File: src/rtl/fila_bytes.sv
// Byte queue behind the deserializer: accepts bytes via a data_ready/ack
// handshake into a circular buffer and pops them in FIFO order on request.
module fila_bytes #(
    parameter int DEPTH = 8,
    parameter int WIDTH = 8
) (
    input  logic                       clock_100KHz,
    input  logic                       reset,
    input  logic [WIDTH-1:0]           data_in,
    input  logic                       data_ready_in,
    output logic                       ack_out,
    input  logic                       dequeue_in,
    output logic [WIDTH-1:0]           data_out,
    output logic                       valid_out,
    output logic [$clog2(DEPTH):0]     len_out,
    output logic                       full_out,
    output logic                       empty_out
);

    localparam int AW = $clog2(DEPTH);
    localparam int LW = AW + 1;

    typedef enum logic {
        S_IDLE,
        S_ACK
    } state_t;

    state_t           state, state_next;
    logic             ack_next;
    logic             do_wr;
    logic             do_rd;
    logic [AW-1:0]    wr_ptr;
    logic [AW-1:0]    rd_ptr;
    logic [LW-1:0]    len;
    logic [WIDTH-1:0] mem [DEPTH];

    assign len_out   = len;
    assign full_out  = (len == LW'(DEPTH));
    assign empty_out = (len == '0);

    // A pop only needs a byte already stored; a same-cycle enqueue into an
    // empty queue is never bypassed to the output.
    assign do_rd = dequeue_in && !empty_out;

    always_ff @(posedge clock_100KHz or negedge reset) begin
        if (!reset) begin
            state <= S_IDLE;
        end else begin
            // NOTE: state registers use non-blocking assignments so every flop samples pre-edge values.
            state <= state_next;
        end
    end

    // Enqueue handshake: one write per data_ready pulse, ack held until
    // the deserializer lowers data_ready.
    always_comb begin
        // NOTE: every output of this block gets a default first so no latch is inferred.
        state_next = state;
        ack_next   = 1'b0;
        do_wr      = 1'b0;
        case (state)
            S_IDLE: begin
                if (data_ready_in && !full_out) begin
                    do_wr      = 1'b1;
                    ack_next   = 1'b1;
                    state_next = S_ACK;
                end
            end
            S_ACK: begin
                if (data_ready_in) begin
                    ack_next = 1'b1;
                end else begin
                    state_next = S_IDLE;
                end
            end
            default: state_next = S_IDLE;
        endcase
    end

    always_ff @(posedge clock_100KHz or negedge reset) begin
        if (!reset) begin
            ack_out <= 1'b0;
            wr_ptr  <= '0;
            rd_ptr  <= '0;
            len     <= '0;
        end else begin
            ack_out <= ack_next;
            if (do_wr) begin
                wr_ptr <= wr_ptr + AW'(1);
            end
            if (do_rd) begin
                rd_ptr <= rd_ptr + AW'(1);
            end
            case ({do_wr, do_rd})
                2'b10:   len <= len + LW'(1);
                2'b01:   len <= len - LW'(1);
                default: len <= len;
            endcase
        end
    end

    // NOTE: storage has no reset; contents are don't-care until written, and
    // leaving it out lets the array map onto plain RAM/flops without reset fan-out.
    always_ff @(posedge clock_100KHz) begin
        if (do_wr) begin
            mem[wr_ptr] <= data_in;
        end
    end

    always_ff @(posedge clock_100KHz or negedge reset) begin
        if (!reset) begin
            data_out  <= '0;
            valid_out <= 1'b0;
        end else begin
            valid_out <= do_rd;
            if (do_rd) begin
                data_out <= mem[rd_ptr];
            end
        end
    end

endmodule
File: config.mk
export PLATFORM = sky130hd
export DESIGN_NAME = fila_bytes
export DESIGN_NICKNAME = d
export VERILOG_FILES = /design/src/rtl/fila_bytes.sv
export SDC_FILE = /design/constraint.sdc
export NUM_CORES = 1
export LEC_CHECK = 0
export BUFFER_PORTS_ARGS = -buffer_cell sky130_fd_sc_hd__buf_2
export CORE_ASPECT_RATIO = 0.6
export CORE_UTILIZATION = 46
export CTS_BUF_LIST = sky130_fd_sc_hd__clkbuf_4
export CTS_CLUSTER_DIAMETER = 150
export DETAILED_ROUTE_END_ITERATION = 8
export SLEW_MARGIN = 20
export SYNTH_ARGS = -nofsm -noshare
export SYNTH_HDL_FRONTEND = slang
export SYNTH_SLANG_ARGS = --single-unit
File: constraint.sdc
create_clock -name clock_100KHz -period 3.3 [get_ports clock_100KHz]
set_input_delay 0.165 -clock clock_100KHz [delete_from_list [all_inputs] [get_ports clock_100KHz]]
set_output_delay 0.165 -clock clock_100KHz [all_outputs]
set_load 0.01 [all_outputs]
==> flow_summary_export.csv <==
group,metric,value,unit
outcome,outcome,"completed",
synth,yosysTopAreaCellShare,55.0,%
synth,synthTopCellsByArea,"edfxtp_1 (55%), dfrtp_1 (14%), mux2_2 (5.5%)",
finish,areaGrowthSynthToFinish,14.1,%
pwr,max-vdd-ir-drop,446,uV
floorplanning,initial_core_util,47.9,%
worst_setup_path,r2r_setup_slack,0.73,ns
synth,syn_inst,219,
synth,synth.distinct_cells,34,
worst_setup_path,crit_path_frequent_cell,"ha_1",
synth,synth.cell_area,3500,sq um
worst_setup_path,crit_buf_inv,2,
synth,yosysMostFrequentCell,"edfxtp_1",
sta,hold_viol,0,
sta,setup_tns,0,ns
placement,place.gp.congestion,0.745,
synth,synth_area_leader_cell,"edfxtp_1",
global_routing,grt.total_usage,18.6,%
sta,maxSlewViolCount,0,
finish,n_antenna_cell,0,
global_routing,grt_max_degree,22,
synth,ys_ff_latch,84,
cts,insertion_delay,0.44,ns
flow_run,maxCapViolCount,0,
synth,synth_fp_nets,237,
worst_setup_path,regToRegStartpoint,"len_out[2]",
placement,hpwlAfterDp,4330,microns
synth,seq_area_frac_synth,69.3,%
worst_setup_path,worstSetupPathType,"register to register",
worst_hold_path,hp-class,"primary input to async pin",
sta,rsz0062_at_grt,"false",
routing,drc_errors,0,
worst_setup_path,r2r_cells,8,
worst_setup_path,endpoint_kind,"register",
worst_setup_path,cp_cell_sequence,"o41ai_4, buf_4, inv_2, ha_1, ha_1, a21oi_1, o21ai_0, o311ai_0",
cts,clock_sinks,84,
finish,utilization,54.7,%
sta,relSlewSlack,49.0,%
pwr,p_leak,1.51,nW
floorplanning,core,7300,sq um
worst_setup_path,cp_max_fo,19,
worst_setup_path,cpLargestDelayFamily,"compound AO/OA/AOI/OAI gates",
worst_setup_path,cpPeakStageDelay,0.50,ns
placement,port-buffer-count,27,
global_routing,antenna_found_initial,0,
floorplanning,rows,24,
synth,yosys_warnings,0,
sta,fmax,389,MHz
pwr,power,3.15,mW
worst_setup_path,required,3.64,ns
finish,final_nets,286,
placement,dp_slack,0.749,ns
cts,path_clk_slew,0.13,ns
worst_setup_path,crit_start,"len_out[2]",
routing,ant_nets,0,
synth,synthTopCellsByCount,"edfxtp_1 (64), dfrtp_1 (20), nand2_1 (18)",
routing,wl_per_cell,17.5,microns
routing,vias,1901,
floorplanning,die_h,69.5,microns
finish,num-fill-cells,614,
floorplanning,ios,28,
cts,htreeDepth,3,
global_routing,grt_pass1_wl,10100,microns
routing,vias_per_cell,5.06,
sta,period_minus_slack,2.57,ns
sta,worst_pin_slew,0.764,ns
synth,async_flop_share,23.8,%
cts,cts_root_buffer,"clkbuf_4",
cts,clk_path_buf_depth,2,
global_routing,grt_overflow,0,
sta,hold_slack,0.191,ns
sta,fin_skew,0.0227,ns
routing,drt_iter0_markers,129,
cts,cts_tree,"yes",
global_routing,grt_pass1_vias,1830,
worst_setup_path,r2r_end,"len_out[3]",
finish,drive_gt1_share,26.5,%
pwr,p_per_area,790,nW/um^2
floorplanning,die_area,7970,sq um
synth,synth_edf_count,64,
routing,routed_wl,6600,microns
synth,syn_avg_cell_area,16.0,sq um
sta,post-route-period-util,77.9,%
floorplanning,die_w,115,microns
synth,yosys_most_used_dff,"edfxtp_1",
worst_setup_path,startpoint_type,"register",
cts,numCtsBuffers,9,
worst_setup_path,slowest_stage,"dfrtp_1",
sta,worst_slack,0.729,ns
worst_setup_path,arrival,2.91,ns
cts,cts_resized,0,
routing,firstDrtPassIters,4,
sta,finalSetupViolations,0,
stage by stage:
| stage | instance area [sq um] | std cells |
|---|---|---|
| 6_report | 3990 | 376 |
| 5_1_grt | 3990 | 376 |
| 4_1_cts | 3990 | 376 |
| 3_5_place_dp | 3760 | 351 |
| 3_3_place_gp | 3760 | 351 |
| 2_1_floorplan | 3500 | 219 |
cells in the final DEF, fill, tap and decap left out, types with 3 or more instances in the layout:
cell type	Yosys	layout
buf_2	0	27
inv_1	7	7
nand2b_1	5	5
o22ai_1	8	8
a221o_1	8	8
mux2i_1	17	17
dfrtp_1	20	20
nand2_1	18	18
nor3_1	3	3
edfxtp_1	64	64
xnor2_1	4	4
buf_4	0	9
o21ai_1	8	8
ha_1	5	5
o21ai_0	3	3
dlygate4sd3_1	0	10
nor2_1	7	7
mux2_2	17	17
clkbuf_4	0	12
worst max path at each step:
stage | to | depth (start not counted)
2_1_floorplan | len_out[3] | 7
3_5_place_dp | len_out[3] | 8
6_report | len_out[3] | 8
5_1_grt | len_out[3] | 9
4_1_cts | len_out[3] | 8
3_3_place_gp | len_out[3] | 8
layout make-up:
cell class	count	area, sq um	share of cell area (%)
clock buffers	12	90.1	2.26
flip-flops and latches	84	2420	60.7
clock inverters	3	38.8	0.972
inverters	8	30.0	0.753
multi-input cells	118	955	23.9
well taps	104	130	3.26
repair buffers	47	323	8.09
report_power, final:
| group | internal [mW] | switching [mW] | leakage, nW | total, mW |
|---|---|---|---|---|
| Combinational | 0.504 | 0.562 | 0.619 | 1.07 |
| Sequential | 1.32 | 0.197 | 0.816 | 1.52 |
| Clock | 0.250 | 0.314 | 0.0748 | 0.564 |
flip-flops by register name, indices dropped and copies added, names as in the netlist:
| signal | flops |
|---|---|
| rd_ptr | 3 |
| ack_out | 1 |
| valid_out | 1 |
| mem | 64 |
| wr_ptr | 3 |
| data_out | 8 |
| len_out | 4 |
cell families (layout without fill, tap and decap cells):
| logic type | after synthesis | after routing | share of synthesized area (%) |
|---|---|---|---|
| AND/OR/NAND/NOR | 41 | 41 | 6.40 |
| XOR/XNOR | 6 | 6 | 1.50 |
| AO/OA/AOI/OAI | 31 | 31 | 6.69 |
| adder cells (fa/ha/maj) | 6 | 6 | 2.36 |
| buffers and inverters | 17 | 70 | 3.43 |
| flip-flops | 84 | 84 | 69.3 |
| multiplexers | 34 | 34 | 10.3 |
layer usage:
| metal | wire [microns] | up-vias | part of all wire (%) | GRT usage [%] |
|---|---|---|---|---|
| li1 | - | 927 | - | - |
| met1 | 3370 | 933 | 51 | 27.3 |
| met2 | 2830 | 29 | 43 | 25.0 |
| met3 | 281 | 12 | 4.3 | 6.03 |
| met4 | 121 | 0 | 1.8 | 8.66 |
| met5 | 0 | - | 0 | 0 |
what timing repair did:
item,CTS,global route
hold buffers,10,0
hold endpoints to repair,85,0
setup buffers,0,0
Power figures use the tool's default switching activity.
